`src/rtl/btn_cmd_pkg.sv`:
```
// Shared constants, command record and round-robin helper for the button command scheduler.
// The repeat delays apply only when BTN_CMD_REPEAT_EN is defined.
package btn_cmd_pkg;

   localparam int unsigned REPEAT_DLY = 50_000_000;
   localparam int unsigned REPEAT_PER = 10_000_000;

   localparam int N_BTN_DEF  = 4;
   localparam int DATA_W_DEF = 8;
   localparam int ID_W_DEF   = $clog2(N_BTN_DEF);

   typedef struct packed {
      logic [ID_W_DEF-1:0]   id;
      logic [DATA_W_DEF-1:0] data;
   } cmd_t;

   // Returns {found, index}: the first set bit of req, searching from ptr+1 modulo n.
   // The loop runs downwards so that the nearest candidate overwrites farther ones.
   function automatic logic [3:0] rr_next(input logic [7:0] req, input logic [2:0] ptr,
                                          input int n);
      logic [3:0] pick;
      int         j;
      pick = 4'd0;
      for (int k = 8; k >= 1; k--) begin
         j = (int'(ptr) + k) % n;
         if (k <= n && req[j[2:0]]) pick = {1'b1, j[2:0]};
      end
      return pick;
   endfunction

endpackage

```
`src/rtl/cmd_fifo.sv`:
```
// Circular-buffer command FIFO with occupancy count; head is read straight from storage.
// Push and pop may coincide at any occupancy, including full.
module cmd_fifo #(
   parameter  int DEPTH = 4,
   parameter  int W     = 8,
   localparam int AW    = $clog2(DEPTH),
   localparam int CW    = AW + 1
) (
   input  logic          clk,
   input  logic          rst_n,
   input  logic          push,
   input  logic [W-1:0]  wdata,
   input  logic          pop,
   output logic [W-1:0]  rdata,
   output logic [CW-1:0] count,
   output logic          full,
   output logic          empty
);

   logic [W-1:0]  mem [DEPTH];
   logic [AW-1:0] wptr;
   logic [AW-1:0] rptr;
   logic          do_push;
   logic          do_pop;

   assign full    = (count == CW'(DEPTH));
   assign empty   = (count == '0);
   assign do_pop  = pop && !empty;
   // When full, the slot being written is the head being popped in the same cycle.
   assign do_push = push && (!full || do_pop);
   assign rdata   = mem[rptr];

   always_ff @(posedge clk or negedge rst_n) begin
      if (!rst_n) begin
         for (int i = 0; i < DEPTH; i++) mem[i] <= '0;
         wptr  <= '0;
         rptr  <= '0;
         count <= '0;
      end else begin
         if (do_push) begin
            mem[wptr] <= wdata;
            wptr      <= wptr + AW'(1);
         end
         if (do_pop) rptr <= rptr + AW'(1);
         case ({do_push, do_pop})
            2'b10:   count <= count + CW'(1);
            2'b01:   count <= count - CW'(1);
            default: count <= count;
         endcase
      end
   end

endmodule

```
`src/rtl/btn_cmd_sched.sv`:
```
// Button command scheduler: pending flags per button, round-robin grant into a command FIFO.
// Define BTN_CMD_REPEAT_EN to add hold-to-repeat request generation from btn_level.
module btn_cmd_sched
   import btn_cmd_pkg::*;
#(
   parameter int N_BTN  = 4,
   parameter int DATA_W = 8,
   parameter int DEPTH  = 4,
   parameter int ID_W   = $clog2(N_BTN)
`ifdef BTN_CMD_REPEAT_EN
   ,
   parameter int unsigned RPT_DLY = REPEAT_DLY,
   parameter int unsigned RPT_PER = REPEAT_PER
`endif
) (
   input  logic                     clk,
   input  logic                     rst_n,
   input  logic [N_BTN-1:0]         btn_pulse,
   input  logic [N_BTN-1:0]         btn_level,
   input  logic [DATA_W-1:0]        sw_val,
   output logic                     cmd_valid,
   output logic [ID_W-1:0]          cmd_id,
   output logic [DATA_W-1:0]        cmd_data,
   input  logic                     cmd_ready,
   output logic [$clog2(DEPTH):0]   cmd_count,
   output logic                     overflow,
   input  logic                     clr_overflow
);

   logic [N_BTN-1:0]  pend;
   logic [DATA_W-1:0] pdata [N_BTN];
   logic [ID_W-1:0]   ptr;
   logic [3:0]        pick;
   logic              grant;
   logic [ID_W-1:0]   gnt_idx;
   logic [N_BTN-1:0]  gnt_vec;
   logic [N_BTN-1:0]  rpt_fire;
   logic [N_BTN-1:0]  take;
   logic [N_BTN-1:0]  ovf_set;
   logic              pop;
   logic              space;
   logic              fifo_full;
   logic              fifo_empty;

   // Handshake: a command transfers on any rising clk edge where cmd_valid && cmd_ready;
   // cmd_valid/cmd_id/cmd_data are registered and never depend on cmd_ready.
   assign cmd_valid = !fifo_empty;

   always_comb begin
      pop     = cmd_valid && cmd_ready;
      space   = !fifo_full || pop;
      pick    = rr_next(8'(pend), 3'(ptr), N_BTN);
      grant   = space && pick[3];
      gnt_idx = ID_W'(pick[2:0]);
      gnt_vec = grant ? (N_BTN'(1) << gnt_idx) : '0;
      // A flag being granted this cycle can be re-armed by a new request.
      take    = (btn_pulse | rpt_fire) & (~pend | gnt_vec);
      ovf_set = btn_pulse & pend & ~gnt_vec;
   end

`ifdef BTN_CMD_REPEAT_EN
   logic [31:0]      hold_cnt [N_BTN];
   logic [N_BTN-1:0] rpt_phase;

   always_comb begin
      rpt_fire = '0;
      for (int i = 0; i < N_BTN; i++) begin
         rpt_fire[i] = btn_level[i] && !btn_pulse[i] &&
                       (rpt_phase[i] ? (hold_cnt[i] == RPT_PER - 1)
                                     : (hold_cnt[i] == RPT_DLY - 1));
      end
   end

   // rpt_phase marks that the first (long) delay has elapsed since the last press.
   always_ff @(posedge clk or negedge rst_n) begin
      if (!rst_n) begin
         for (int i = 0; i < N_BTN; i++) hold_cnt[i] <= '0;
         rpt_phase <= '0;
      end else begin
         for (int i = 0; i < N_BTN; i++) begin
            if (btn_pulse[i] || !btn_level[i]) begin
               hold_cnt[i]  <= '0;
               rpt_phase[i] <= 1'b0;
            end else if (rpt_fire[i]) begin
               hold_cnt[i]  <= '0;
               rpt_phase[i] <= 1'b1;
            end else begin
               hold_cnt[i]  <= hold_cnt[i] + 32'd1;
            end
         end
      end
   end
`else
   logic unused_level;
   assign unused_level = ^btn_level;
   assign rpt_fire     = '0;
`endif

   always_ff @(posedge clk or negedge rst_n) begin
      if (!rst_n) begin
         pend     <= '0;
         for (int i = 0; i < N_BTN; i++) pdata[i] <= '0;
         ptr      <= ID_W'(N_BTN - 1);
         overflow <= 1'b0;
      end else begin
         for (int i = 0; i < N_BTN; i++) begin
            if (take[i]) begin
               pend[i]  <= 1'b1;
               pdata[i] <= sw_val;
            end else if (gnt_vec[i]) begin
               pend[i]  <= 1'b0;
            end
         end
         if (grant) ptr <= gnt_idx;
         if (|ovf_set)          overflow <= 1'b1;
         else if (clr_overflow) overflow <= 1'b0;
      end
   end

   cmd_fifo #(
      .DEPTH (DEPTH),
      .W     (ID_W + DATA_W)
   ) u_fifo (
      .clk   (clk),
      .rst_n (rst_n),
      .push  (grant),
      .wdata ({gnt_idx, pdata[gnt_idx]}),
      .pop   (pop),
      .rdata ({cmd_id, cmd_data}),
      .count (cmd_count),
      .full  (fifo_full),
      .empty (fifo_empty)
   );

endmodule

```
`config.mk`:
```
export PLATFORM = sky130hd
export DESIGN_NAME = btn_cmd_sched
export DESIGN_NICKNAME = d
export VERILOG_FILES = /design/src/rtl/btn_cmd_pkg.sv /design/src/rtl/cmd_fifo.sv /design/src/rtl/btn_cmd_sched.sv
export SDC_FILE = /design/constraint.sdc
export NUM_CORES = 1
export LEC_CHECK = 0
export ABC_AREA = 1
export BUFFER_PORTS_ARGS = -buffer_cell sky130_fd_sc_hd__buf_2
export CAP_MARGIN = 15
export CORE_MARGIN = 3
export CORE_UTILIZATION = 60
export CTS_BUF_LIST = sky130_fd_sc_hd__clkbuf_16
export DETAILED_ROUTE_END_ITERATION = 7
export PLACE_DENSITY = 0.87
export SYNTH_ARGS = -nofsm -noshare
export SYNTH_HDL_FRONTEND = slang
export SYNTH_SLANG_ARGS = --single-unit
```
`constraint.sdc`:
```
create_clock -name clk -period 3.15 [get_ports clk]
set_clock_uncertainty 0.05 [all_clocks]
set_input_delay 0.315 -clock clk [delete_from_list [all_inputs] [get_ports clk]]
set_output_delay 0.315 -clock clk [all_outputs]
set_load 0.01 [all_outputs]
```
==> summary.txt, run 1 <==
GLOBAL ROUTING
-------------------------------------------------------------------------------------
Remaining Overflow, GRT                                                             0
Maximum number of pins on one net before global-route repair                       87
Global-route wire length before repair                                        17.3 mm
Number of antenna violations at the first check in global routing                   0
All-layer global routing usage                                                  0.262
Via count of the first global-routing pass                                       3658

ROUTE
-------------------------------------------------------------------------------------
Detailed Routing Iterations Pass 1                                                  5
Post-route DRC                                                                      0
Vias after detailed routing                                                      3813
Wire length per cell                                                          15.2 um
Remaining number of nets flagged by the antenna check after routing                 0
Average vias per placed instance                                                 5.64
Total wire length                                                             10.3 mm
Count of routing violations after the opening detailed-route iteration            308

CRITICAL PATH
-------------------------------------------------------------------------------------
Critical path type                                                       flip-flop to flip-flop
WP data arrival                                                               2830 ps
Critical path data required time                                              3320 ps
Worst path most repeated cell                                                 nand2_1
Delay of the slowest critical-path stage                                       620 ps
Startpoint class of the critical path                                       flip-flop
Buf/Inv on CP                                                                       0
Largest fanout on the critical path                                                23
Cell breakdown of the critical path                                      nand2_1 -> o21ai_2 -> nand2_1 -> nand2_1 -> nand2_2 -> nand2_1 -> nand2_2 -> nand2_2 -> nand3_2 -> nand2_4 -> nand2_2 -> nand2_1 -> nand2_1
Setup crit end kind                                                         flip-flop
Crit-path leading delay family                                           simple AND/OR/NAND/NOR gates
Slowest cell on the critical path                                             dfstp_2

TIMING
-------------------------------------------------------------------------------------
Ratio of final minimum period to clock period                                   0.845
Final setup violation count                                                         0
Final Slew Violations                                                               0
Sum of negative setup slack                                                      0 ps
Fmax                                                                          375 MHz
Final critical-path required period                                           2660 ps
Unrepaired setup endpoints after global routing                                    no
Slew HR                                                                         0.294
Final Hold Fails                                                                    0
Actual slew at the worst max-slew pin                                         1060 ps

FINAL LAYOUT
-------------------------------------------------------------------------------------
Number of diodes                                                                    0
Share of final-layout standard cells stronger than drive strength 1             0.131
Summed area of non-filler cells in the final layout                          4760 um2
Area growth from synthesis to layout                                            10.1%
Most common cell after layout, fill and taps aside                            nand2_1
Most used cells in the layout excluding fill and tap cells               nand2_1 (216), nand3_1 (99), dfrtp_1 (84)
Final Net Count                                                                   602

CLOCK TREE
-------------------------------------------------------------------------------------
Resize count post-CTS                                                               0
Number of hold-repair buffers added at the cts stage                                0
Clock insertion delay at the later pin of the skew report                      340 ps
TritonCTS clock tree                                                              yes
Clk slew on worst S/H paths                                                     60 ps
Maximum count of clock buffers along a single path                                  2
Root buffer selected by CTS                                                 clkbuf_16
Post-CTS setup buffers                                                              0
Clock buffers created by TritonCTS                                                  9
Clock sinks                                                                        86
Total number of H-tree levels                                                       3

SYNTH
-------------------------------------------------------------------------------------
Post-synth top area share                                                       0.487
Instance count of the mapped netlist                                              552
Avg Cell Area, Syn                                                           7.83 um2
Syn nets                                                                          578
Dominant cell type by area after synthesis                                    dfrtp_1
Cells taking the most area after synthesis                               dfrtp_1 (49%), nand2_1 (19%), nand3_1 (11%), o21ai_0 (2.9%), nor2_1 (2.3%)
Count of different cell masters after synthesis                                    30
Summed instance area of the synthesized netlist                              4320 um2
Yosys synthesis warning count                                                       0
Sequential area share after synthesis                                           0.499
Flop and latch count out of synthesis                                              86

DIE
-------------------------------------------------------------------------------------
Starting density of the core                                                    0.629
Core outline area                                                            6870 um2
Area of the die                                                              8250 um2
Ports                                                                              35
Floorplan row count                                                                30
Die H                                                                         90.9 um
Die span in x                                                                 90.9 um

PLACE
-------------------------------------------------------------------------------------
Cell area reported after detailed placement                                  4500 um2
GP Congestion                                                                   0.851
Number of buffers inserted by port buffering                                       30
Half-perimeter wire length of the detailed placement result                   6.72 mm

HOLD PATH
-------------------------------------------------------------------------------------
Hold Path Class                                                          input port to asynchronous set/reset pin

JOB
-------------------------------------------------------------------------------------
Max-cap violations                                                                  0

STATUS
-------------------------------------------------------------------------------------
Run status                                                               finished clean

==> cell families (layout without fill, tap and decap cells) <==
family | Yosys count | after routing | synth area share
DFF | 86 | 86 | 0.499
adders and majority gates | 6 | 6 | 0.0191
AOI/OAI and AO/OA | 42 | 42 | 0.0550
buffers and inverters | 53 | 81 | 0.0571
and+or+nand+nor | 361 | 361 | 0.362
xor gates and xnor gates | 4 | 4 | 0.00811
==> state kept, by name, summed over array words and instances (netlist names) <==
register and count:
pend 4, ptr 2, u_fifo.wptr 2, u_fifo.mem 40
overflow 1, u_fifo.rptr 2, pdata 32, u_fifo.count 3
==> worst register-to-register path, delay by kind of cell (launching register included) <==
kind / cells / cell delay [ps]
AO/OA/AOI/OAI: 1 / 90
flip-flops: 1 / 620
AND/OR/NAND/NOR: 12 / 1790
==> cells in the mapped netlist <==
library cell    n
xor2_1          3
fa_1            1
o21ai_2         1
nor2_2          1
a21oi_1         1
inv_2           8
buf_4           6
dfrtp_1        84
nand4_2         1
nor2_1         26
inv_1          23
and2_1          2
a21oi_4         1
inv_4           1
buf_6           2
nand3_1        99
ha_1            5
clkbuf_1        7
o22ai_1        10
nand2_2        10
nand3_2         2
o21ai_0        25
buf_2           6
o21ai_1         4
nand2_4         2
xnor2_1         1
dfstp_2         2
nand2_1       216
nand4_1         1
nand3_4         1
==> area by class of cell <==
| cell class | count | area, um2 |
|---|---|---|
| flip-flops and latches | 86 | 2150 |
| fillers | 561 | 2110 |
| multi-input cells | 413 | 1920 |
| clock buffers | 9 | 225 |
| repair buffers | 34 | 183 |
| inverters | 32 | 123 |
| well taps | 96 | 120 |
| clock inverters | 6 | 32.5 |
==> routing by layer <==
| metal | GRT usage | wire [um] |
|---|---|---|
| met1 | 0.344 | 4310 |
| met2 | 0.429 | 5010 |
| met3 | 0.0475 | 744 |
| met4 | 0.109 | 204 |
| met5 | 0 | 0 |
==> stage by stage <==
| stage | utilization | std cells | worst slack, ps | hold slack (ps) |
|---|---|---|---|---|
| floorplan | - | 552 | 589 | -30.6 |
| CTS | 0.693 | 676 | 509 | 171 |
| global placement | 0.655 | 661 | 607 | 404 |
| detailed placement | 0.655 | 661 | 532 | 409 |
| finish | 0.693 | 676 | 487 | 121 |
| global route | 0.693 | 676 | 243 | 210 |
==> final timing paths <==
path | from | end | slack (ps) | depth (start not counted)
setup / recovery | ptr[0] | pdata[19] | 490 | 13
hold / removal | rst_n | u_fifo.count[2] | 120 | 1
setup reg to reg | ptr[0] | pdata[19] | 490 | 13
hold reg to reg | pdata[23] | pdata[23] | 420 | 2
max in group asynchronous | rst_n | pdata[2] | 2250 | 1
min in group clk | sw_val[7] | pdata[15] | 210 | 3
Power of run 1 is left out: the tool's default activity adds up to more than one toggle a clock period on the data nets, which glitch-free logic cannot reach.
==> run 2: changes to the inputs <==
Clock period 3.15 ns to 2.64 ns, I/O delays scaled along.
==> run 2 against run 1 <==
- global-route usage rose by 0.26 points
- non-clock buffer count rose by 9
- count of clock-buffer cells in the layout did not move
- design area rose by 2.3%
- die area did not move
- critical path depth fell by 1
- register-to-register slack got worse by 230 ps
- maximum frequency rose by 12%
- first-iteration DRC count rose by 16%
- critical path type unchanged
- critical endpoint is now u_fifo.count[2]
- highest routed layer unchanged
==> summary.txt, run 2 (synthesis results as in run 1) <==
PLACE
-------------------------------------------------------------------------------------
GP Congestion                                                                   0.870
Number of buffers inserted by port buffering                                       30
Half-perimeter wire length of the detailed placement result                   6.95 mm

TIMING
-------------------------------------------------------------------------------------
Ratio of final minimum period to clock period                                   0.901
Sum of negative setup slack                                                      0 ps
Actual slew at the worst max-slew pin                                          628 ps
Unrepaired setup endpoints after global routing                                    no
Final setup violation count                                                         0
Slew HR                                                                         0.581
Final critical-path required period                                           2380 ps
Final Hold Fails                                                                    0
Final Slew Violations                                                               0
Fmax                                                                          420 MHz

DIE
-------------------------------------------------------------------------------------
Area of the die                                                              8250 um2
Floorplan row count                                                                30
Starting density of the core                                                    0.629
Core outline area                                                            6870 um2
Die H                                                                         90.9 um
Ports                                                                              35
Die span in x                                                                 90.9 um

GLOBAL ROUTING
-------------------------------------------------------------------------------------
Global-route wire length before repair                                        17.5 mm
Number of antenna violations at the first check in global routing                   0
Via count of the first global-routing pass                                       3719
Maximum number of pins on one net before global-route repair                       51
All-layer global routing usage                                                  0.265
Remaining Overflow, GRT                                                             0

ROUTE
-------------------------------------------------------------------------------------
Count of routing violations after the opening detailed-route iteration            356
Vias after detailed routing                                                      3845
Remaining number of nets flagged by the antenna check after routing                 0
Wire length per cell                                                          15.0 um
Average vias per placed instance                                                 5.61
Total wire length                                                             10.2 mm
Detailed Routing Iterations Pass 1                                                  5
Post-route DRC                                                                      0

FINAL LAYOUT
-------------------------------------------------------------------------------------
Max reg flops                                                                      40
Multi-input gate area in the final layout                                    1930 um2
Largest registers ranked by flip-flop count                              u_fifo.mem: 40 flops, pdata: 32 flops, pend: 4 flops
Final Net Count                                                                   611
Share of final-layout standard cells stronger than drive strength 1             0.146
Total of fill cells in the finished design                                        540
Area growth from synthesis to layout                                            12.7%
Most common cell after layout, fill and taps aside                            nand2_1
Most used cells in the layout excluding fill and tap cells               nand2_1 (216), nand3_1 (99), dfrtp_1 (84)
Number of diodes                                                                    0
Register containing the most flip-flops in the final layout                u_fifo.mem
Total area of sequential cells                                               2150 um2

CRITICAL PATH
-------------------------------------------------------------------------------------
Critical path data required time                                              2800 ps
Largest fanout on the critical path                                                 8
Startpoint class of the critical path                                       flip-flop
Critical path type                                                       flip-flop to flip-flop
WP data arrival                                                               2540 ps
Setup crit end kind                                                         flip-flop

STATUS
-------------------------------------------------------------------------------------
Run status                                                               finished clean

CLOCK TREE
-------------------------------------------------------------------------------------
Clock sinks                                                                        86
Maximum count of clock buffers along a single path                                  2
Clk slew on worst S/H paths                                                     60 ps
Clock buffers created by TritonCTS                                                  9
TritonCTS clock tree                                                              yes
Total number of H-tree levels                                                       3
Clock insertion delay at the later pin of the skew report                      340 ps
Root buffer selected by CTS                                                 clkbuf_16

JOB
-------------------------------------------------------------------------------------
Max-cap violations                                                                  0

HOLD PATH
-------------------------------------------------------------------------------------
Hold Path Class                                                          input port to flip-flop

## run 2: metal layers
layer  GRT usage  routed length [um]  vias to the layer above
li1            -                   -                     1853
met1       0.347                4380                     1845
met2       0.440                5050                      131
met3      0.0567                 647                       16
met4      0.0867                 164                        0
met5           0                   0                        -
## run 2: area by class of cell
type / count / share of cell area
repair buffers: 43 / 0.0545
clock buffers: 9 / 0.0463
multi-input cells: 413 / 0.396
clock inverters: 6 / 0.0113
well taps: 96 / 0.0247
inverters: 32 / 0.0252
flip-flops and latches: 86 / 0.443
## run 2: what timing repair did
item	in CTS	in global routing
setup buffers	0	1
endpoints found under the setup margin	0	1
hold buffers	1	0
gates resized for setup	0	2
hold endpoints to repair	34	0
## run 2: final timing paths
kind	from	to	slack [ps]	depth (start not counted)
worst max-delay path	ptr[0]	u_fifo.count[2]	260	12
worst min-delay path	sw_val[2]	pdata[26]	160	3
worst max register to register	ptr[0]	u_fifo.count[2]	260	12
worst min register to register	pdata[18]	pdata[18]	420	2
max in group asynchronous	rst_n	u_fifo.mem[13]	1530	3
min in group asynchronous	rst_n	u_fifo.count[0]	390	2
## run 2: worst max-delay path, stage by stage, from the launching register on
cell and delay (ps):
dfstp_2 620, nand2_1 90, nand2_1 80, and2_1 160, nand2_1 70, and2_1 150, inv_1 80, ha_1 140
inv_1 70, fa_2 350, a21oi_2 130, o21ai_0 100, xor2_1 160
## run 2: stage by stage
step / cells / setup slack (ps) / hold slack [ps] / utilization / area [um2]
CTS: 684 / 233 / 157 / 0.707 / 4850
global placement: 668 / 301 / 203 / 0.664 / 4560
detailed placement: 668 / 248 / 210 / 0.664 / 4560
global route: 685 / 42.9 / 178 / 0.709 / 4870
floorplan: 552 / 78.8 / -81.6 / - / 4320
finish: 685 / 260 / 161 / 0.709 / 4870
Power of run 2 is left out for the same reason.
==> run 3: changes to the inputs <==
Settings changed: CORE_UTILIZATION 60 to 46, PLACE_DENSITY 0.87 to 0.71, SLEW_MARGIN set to 20.
==> run 3 against run 2 <==
- sequential cell count unchanged
- maximum frequency up 0.19%
- routed wire length down 0.45%
- critical endpoint unchanged
- highest routed layer unchanged
==> summary.txt, run 3 (synthesis results as in run 1) <==
FINAL LAYOUT
-------------------------------------------------------------------------------------
Register containing the most flip-flops in the final layout                u_fifo.mem
Area growth from synthesis to layout                                            14.6%
Total of fill cells in the finished design                                        864
Multi-input gate area in the final layout                                    1920 um2
Final Net Count                                                                   610
Number of diodes                                                                    0
Most common cell after layout, fill and taps aside                            nand2_1
Total area of sequential cells                                               2150 um2
Most used cells in the layout excluding fill and tap cells               nand2_1 (216), nand3_1 (99), dfrtp_1 (84)
Max reg flops                                                                      40
Largest registers ranked by flip-flop count                              u_fifo.mem: 40 flops, pdata: 32 flops, pend: 4 flops
Share of final-layout standard cells stronger than drive strength 1             0.146
End-of-flow core utilization                                                    0.554

DIE
-------------------------------------------------------------------------------------
Ports                                                                              35
Starting density of the core                                                    0.484
Die span in x                                                                  103 um
Die H                                                                          103 um
Core outline area                                                            8930 um2
Area of the die                                                             10600 um2
Floorplan row count                                                                34

TIMING
-------------------------------------------------------------------------------------
Fmax                                                                          421 MHz
Ratio of final minimum period to clock period                                   0.900
Slew HR                                                                         0.567
Final Slew Violations                                                               0
Final Hold Fails                                                                    0
Final critical-path required period                                           2380 ps
Actual slew at the worst max-slew pin                                          649 ps
Unrepaired setup endpoints after global routing                                    no
Final setup violation count                                                         0
Worst Hold Margin                                                              168 ps
Sum of negative setup slack                                                      0 ps

CLOCK TREE
-------------------------------------------------------------------------------------
Maximum count of clock buffers along a single path                                  2
Clock sinks                                                                        86
Total number of H-tree levels                                                       3
Post-CTS setup buffers                                                              0
Clk slew on worst S/H paths                                                     60 ps
Clock insertion delay at the later pin of the skew report                      330 ps
TritonCTS clock tree                                                              yes
Clock buffers created by TritonCTS                                                  9
Root buffer selected by CTS                                                 clkbuf_16

STATUS
-------------------------------------------------------------------------------------
Run status                                                               finished clean

HOLD PATH
-------------------------------------------------------------------------------------
Hold Path Class                                                          input port to flip-flop

ROUTE
-------------------------------------------------------------------------------------
Vias after detailed routing                                                      3715
Average vias per placed instance                                                 5.33
Detailed Routing Iterations Pass 1                                                  5
Post-route DRC                                                                      0
Remaining number of nets flagged by the antenna check after routing                 0
Count of routing violations after the opening detailed-route iteration            181
Wire length per cell                                                          14.6 um
Total wire length                                                             10.2 mm

GLOBAL ROUTING
-------------------------------------------------------------------------------------
Via count of the first global-routing pass                                       3515
Maximum number of pins on one net before global-route repair                       47
Number of antenna violations at the first check in global routing                   0
All-layer global routing usage                                                  0.207
Remaining Overflow, GRT                                                             0
Global-route wire length before repair                                        17.2 mm

PLACE
-------------------------------------------------------------------------------------
Number of buffers inserted by port buffering                                       30
Half-perimeter wire length of the detailed placement result                   6.97 mm
GP Congestion                                                                   0.866

CRITICAL PATH
-------------------------------------------------------------------------------------
Setup slack on the worst flop-to-flop path                                     260 ps
Setup crit end kind                                                         flip-flop
Largest fanout on the critical path                                                 8
Startpoint class of the critical path                                       flip-flop
Critical path data required time                                              2810 ps
Critical path type                                                       flip-flop to flip-flop
WP data arrival                                                               2540 ps

JOB
-------------------------------------------------------------------------------------
Max-cap violations                                                                  0

==> run 3: repair_timing <==
item,4_1_cts,5_1_grt
hold buffers,1,0
gates resized for setup,0,0
endpoints found under the hold margin,43,0
==> run 3: cell type report <==
type                       count  area share
clock buffer                   9      0.0455
inverter                      32      0.0248
multi-input combinational    413       0.388
clock inverter                 7      0.0278
sequential                    86       0.435
tap                          108      0.0273
timing repair buffer          42      0.0520
==> run 3: path summary, 6_finish.rpt <==
| path | end | from | cells after the start |
|---|---|---|---|
| hold / removal | pdata[3] | sw_val[3] | 3 |
| setup / recovery | u_fifo.count[2] | ptr[0] | 12 |
| hold reg to reg | pdata[23] | pdata[23] | 2 |
| min in group asynchronous | u_fifo.count[0] | rst_n | 2 |
| setup reg to reg | u_fifo.count[2] | ptr[0] | 12 |
| max in group asynchronous | pdata[30] | rst_n | 3 |
==> run 3: per-stage QoR <==
stage          setup WS [ps]  cell area, um2  std cells
2_1_floorplan           78.8            4320        552
3_3_place_gp             296            4580        680
3_5_place_dp             260            4580        680
4_1_cts                  261            4950        697
5_1_grt                 63.3            4950        697
6_report                 265            4950        697
==> run 3: metal layers <==
layer | wire [um] | GRT usage
met1 | 4670 | 0.282
met2 | 4890 | 0.344
met3 | 585 | 0.0514
met4 | 59 | 0.0329
met5 | 0 | 0
==> run 3: worst max-delay path: stages (launching register included) <==
cell and delay [ps]:
dfstp_2 620, nand2_1 90, nand2_1 90, and2_1 160, nand2_1 60, and2_1 140, inv_1 80, ha_1 140
inv_1 60, fa_1 370, a21oi_1 150, o21ai_0 110, xor2_1 150
Power of run 3 is left out for the same reason.
